### src/rtl/boid_update_seq.sv
// Per-frame boid update sequencer: reads each boid, applies accumulators and edge turns, writes back.
// Optional BOID_SPEED_CLAMP_EN saturates each velocity component to +/-MAX_SPEED.
module boid_update_seq #(
    parameter int          NUM_BOIDS     = 2,
    parameter int          LEFT_MARGIN   = 100,
    parameter int          RIGHT_MARGIN  = 540,
    parameter int          TOP_MARGIN    = 100,
    parameter int          BOTTOM_MARGIN = 380,
    parameter logic [31:0] TURN_FACTOR   = 32'h0000_3333,
    parameter logic [31:0] MAX_SPEED     = 32'h0006_0000
) (
    input  logic                         clk,
    input  logic                         reset,
    input  logic                         start,
    output logic                         busy,
    output logic                         done,
    output logic [$clog2(NUM_BOIDS):0]   which_boid,
    output logic [6:0]                   wb_en,
    output logic [31:0]                  x_in_32,
    output logic [31:0]                  y_in_32,
    output logic [31:0]                  vx_in_32,
    output logic [31:0]                  vy_in_32,
    output logic [31:0]                  vx_acc_in,
    output logic [31:0]                  vy_acc_in,
    input  logic [31:0]                  x_out_32,
    input  logic [31:0]                  y_out_32,
    input  logic [31:0]                  vx_out_32,
    input  logic [31:0]                  vy_out_32,
    input  logic [31:0]                  vx_acc_out,
    input  logic [31:0]                  vy_acc_out
);

    localparam int IW = $clog2(NUM_BOIDS) + 1;
    localparam logic [IW-1:0] LAST_IDX = IW'(NUM_BOIDS - 1);
    localparam logic signed [31:0] LEFT_S   = LEFT_MARGIN;
    localparam logic signed [31:0] RIGHT_S  = RIGHT_MARGIN;
    localparam logic signed [31:0] TOP_S    = TOP_MARGIN;
    localparam logic signed [31:0] BOTTOM_S = BOTTOM_MARGIN;
    localparam logic signed [31:0] TURN_S   = TURN_FACTOR;
`ifdef BOID_SPEED_CLAMP_EN
    localparam logic signed [31:0] MAX_S    = MAX_SPEED;
`endif

    typedef enum logic [2:0] {IDLE, READ, CALC, WRITE, DONE} state_t;

    state_t            state, state_next;
    logic [IW-1:0]     idx, idx_next;

    logic signed [31:0] x_r, y_r, vx_r, vy_r, vx_acc_r, vy_acc_r;
    logic signed [31:0] x_n, y_n, vx_n, vy_n;
    logic signed [31:0] x_int, y_int;
    logic signed [31:0] vx_calc, vy_calc, x_calc, y_calc;

    always_ff @(posedge clk) begin
        if (reset) begin
            state    <= IDLE;
            idx      <= '0;
            x_r      <= '0;
            y_r      <= '0;
            vx_r     <= '0;
            vy_r     <= '0;
            vx_acc_r <= '0;
            vy_acc_r <= '0;
            x_n      <= '0;
            y_n      <= '0;
            vx_n     <= '0;
            vy_n     <= '0;
        end else begin
            state <= state_next;
            idx   <= idx_next;
            if (state == READ) begin
                x_r      <= x_out_32;
                y_r      <= y_out_32;
                vx_r     <= vx_out_32;
                vy_r     <= vy_out_32;
                vx_acc_r <= vx_acc_out;
                vy_acc_r <= vy_acc_out;
            end
            if (state == CALC) begin
                x_n  <= x_calc;
                y_n  <= y_calc;
                vx_n <= vx_calc;
                vy_n <= vy_calc;
            end
        end
    end

    // Edge turns compare only the integer pixel part; a position exactly on a margin is left alone.
    always_comb begin
        x_int   = x_r >>> 16;
        y_int   = y_r >>> 16;
        vx_calc = vx_r + vx_acc_r;
        vy_calc = vy_r + vy_acc_r;
        if (x_int < LEFT_S)   vx_calc = vx_calc + TURN_S;
        if (x_int > RIGHT_S)  vx_calc = vx_calc - TURN_S;
        if (y_int < TOP_S)    vy_calc = vy_calc + TURN_S;
        if (y_int > BOTTOM_S) vy_calc = vy_calc - TURN_S;
`ifdef BOID_SPEED_CLAMP_EN
        if (vx_calc > MAX_S)       vx_calc = MAX_S;
        else if (vx_calc < -MAX_S) vx_calc = -MAX_S;
        if (vy_calc > MAX_S)       vy_calc = MAX_S;
        else if (vy_calc < -MAX_S) vy_calc = -MAX_S;
`endif
        x_calc = x_r + vx_calc;
        y_calc = y_r + vy_calc;
    end

    always_comb begin
        state_next = state;
        idx_next   = idx;
        case (state)
            IDLE: begin
                if (start) begin
                    state_next = READ;
                    idx_next   = '0;
                end
            end
            READ:  state_next = CALC;
            CALC:  state_next = WRITE;
            WRITE: begin
                if (idx == LAST_IDX) begin
                    state_next = DONE;
                end else begin
                    state_next = READ;
                    idx_next   = idx + IW'(1);
                end
            end
            DONE: begin
                state_next = IDLE;
                idx_next   = '0;
            end
            default: begin
                state_next = IDLE;
                idx_next   = '0;
            end
        endcase
    end

    always_comb begin
        busy       = (state == READ) || (state == CALC) || (state == WRITE);
        done       = (state == DONE);
        wb_en      = (state == WRITE) ? 7'h7F : 7'h00;
        which_boid = idx;
        x_in_32    = x_n;
        y_in_32    = y_n;
        vx_in_32   = vx_n;
        vy_in_32   = vy_n;
        vx_acc_in  = '0;
        vy_acc_in  = '0;
    end

endmodule
### config.mk
export PLATFORM = sky130hd
export DESIGN_NAME = boid_update_seq
export DESIGN_NICKNAME = d
export VERILOG_FILES = /design/src/rtl/boid_update_seq.sv
export SDC_FILE = /design/constraint.sdc
export NUM_CORES = 1
export LEC_CHECK = 0
export ABC_AREA = 0
export CORE_MARGIN = 8
export CORE_UTILIZATION = 49
export DETAILED_ROUTE_END_ITERATION = 10
export GPL_ROUTABILITY_DRIVEN = 0
export PLACE_DENSITY = 0.8
export SLEW_MARGIN = 20
export SYNTH_ARGS = -nofsm -noshare
export SYNTH_HDL_FRONTEND = slang
export SYNTH_SLANG_ARGS = --single-unit
export TNS_END_PERCENT = 20
### constraint.sdc
create_clock -name clk -period 6.3 [get_ports clk]
set_clock_uncertainty 0.15 [all_clocks]
set_input_delay 1.26 -clock clk [delete_from_list [all_inputs] [get_ports clk]]
set_output_delay 1.26 -clock clk [all_outputs]
set_load 0.02 [all_outputs]
==> run metrics <==
outcome finished, violations left; failing checks setup timing; Initial Utilization 49.8%; Worst Hold Margin 0.299 ns; deepest clock path buffer count 3; Hold Vio Cnt, Final 0; Clock Latency Late Sink 0.56 ns; CTS Hold Buffers Added 0; Setup Viol. Count Final 2; maxcap violations 0; initial antenna violation count 3; share of layout cells above drive strength 1 12.7%; Buffers on Ports 333; Detail Route met2 WL 30.9 mm; Die Area 0.0533 mm²; ranking of synthesized cells by area dfxtp_1, nand2_1, a21oi_1; asr flop ratio synth 0%; total core area 0.0455 mm²; total wire length 71.1 mm; slowest cell delay on critical path 0.52 ns; TritonCTS Buffers 36; grt ovf 0; htree depth 2; max-slew violations 0; Critical Path Start vx_r[0]; Tot GR Track Use 25.0%; Synth Flop Type dfxtp_1; CTS sink count 325; R2R cell count 28; most frequent cell after synthesis nand2_1; slew margin rel. 34.7%; worst vdd ir 0.206 mV; fin crit period 6.46 ns; Final HPWL DP 53.9 mm; Max Used Layer met5; RR Endpoint x_in_32[31]; setup TNS -0.208 ns; Setup Crit Path Kind flip-flop to flip-flop; Post-synth EDFFs 0; reg-to-reg startpoint vx_r[0]; Layout area overhead 29.6%; Met3 Wirelength 4.22 mm; Site Rows 78; yosys warns 0; Hold Path End y_in_32[15]; Post-Place Worst Slack -0.257 ns; syn avg cell area 7.37 µm²; width of the die 231 µm; Top Ports 398; cell mode on critical path a21o_1; CTS Root Cell clkbuf_16; Post-Place Cell Area 0.0276 mm²; drt first pass iters 5; met1 WL 33.7 mm; worst-margin pin slew 0.980 ns; wire per inst 17.2 µm; Nets 3849; critical path's slowest cell or4b_1; reg-to-reg setup timing slack -0.16 ns; sequential area share after synthesis 28.7%; Die Y 231 µm; CTS clk-pin slew, worst paths 0.07 ns; Critical Path AT 6.76 ns; Final Cell Area 0.0293 mm²; CP Launch Type flip-flop; crit share post-route 103%; Worst Hold Class flip-flop to flip-flop; Final WS setup -0.158 ns; Hold Path Depth 2; Worst setup EP type flip-flop; Syn Inst Count 3071; Hold Crit Start y_in_32[15]; WP data required 6.60 ns; P_leak 11.9 nW; CTS tree done; #FFs+latches synth 325; largest net degree at the start of global routing 131; Pwr Density 346 mW/mm²; CP max FO 4; drt drc 0; commonest cells in the netlist nand2_1, a21oi_1, dfxtp_1; f_max 0.155 GHz; Syn Std Cell Area 0.0226 mm²; drt initial violations 1750; post-synth top area share 28.7%; vias in the first global route 21.5k; Via-to-Cell Ratio 5.55; Synth area leader dfxtp_1; Distinct cells, synth 111; Tot Pwr 10.2 mW; vias 23.0k; final antenna-violating net count 0; first-pass GRT wire length 112 mm; RSZ-0062 raised after global routing true
==> cell families after synthesis <==
logic type / Yosys count / share of synthesized area [%]
other cells: 1 / 0.0166
flops: 325 / 28.7
compound gates: 858 / 24.1
buf+inv: 270 / 5.89
mux: 12 / 0.542
simple gates: 1274 / 25.4
fa+ha+maj: 136 / 7.65
xor+xnor: 195 / 7.71
==> metal layers <==
layer	up-vias	GRT usage, %
li1	11554	-
met1	10647	34.8
met2	680	38.6
met3	134	4.32
met4	2	8.49
met5	-	0
==> power breakdown <==
| part | switching [mW] | internal (mW) | leakage (nW) | total [mW] |
|---|---|---|---|---|
| Clock | 0.900 | 1.20 | 0.580 | 2.10 |
| Combinational | 3.16 | 2.41 | 8.65 | 5.57 |
| Sequential | 0.170 | 2.32 | 2.65 | 2.49 |
==> worst max-delay path by stage <==
stage               cells past startpoint           to
global route                           29  x_in_32[31]
finish                                 28  x_in_32[31]
CTS                                    29  x_in_32[31]
floorplan                              28  x_in_32[31]
detailed placement                     30  x_in_32[31]
global placement                       29  x_in_32[31]
==> layout make-up <==
class / instances / area (µm²)
fillers: 3970 / 16200
multi-input cells: 2539 / 15500
inverters: 40 / 150
diodes: 2 / 5.00
repair buffers: 576 / 5210
clock inverters: 18 / 180
clock buffers: 44 / 981
flip-flops and latches: 325 / 6510
well taps: 600 / 751
==> critical path, delay by kind of cell (launching register included) <==
kind,cells,cell delay (ns)
AO/OA/AOI/OAI,18,3.74
buffers and inverters,1,0.07
AND/OR/NAND/NOR,6,1.47
flip-flops,1,0.34
adder cells (fa/ha/maj),3,0.57
==> through the flow <==
stage               instances  util, %
floorplan                3134        -
global placement         4065     60.7
detailed placement       4065     60.7
CTS                      4134     63.5
finish                   4144     64.5
global route             4143     64.5
==> repair_timing <==
| item | CTS | global route |
|---|---|---|
| buffers inserted | 7 | 8 |
| setup endpoints to repair | 4 | 18 |
| pin swaps | 14 | 38 |
| resized for setup | 18 | 77 |
==> cell usage in the layout, fill, tap and decap left out, types with 58 or more instances in the layout <==
cell and count:
a21o_1 58, a21oi_1 410, buf_4 238, clkdlybuf4s50_1 332, conb_1 64, dfxtp_1 323, ha_1 126, nand2_1 718
nor2_1 183, nor3_1 71, o21ai_0 80, xnor2_1 127, xor2_1 58
Note: power is estimated with default switching activity, not from simulation.
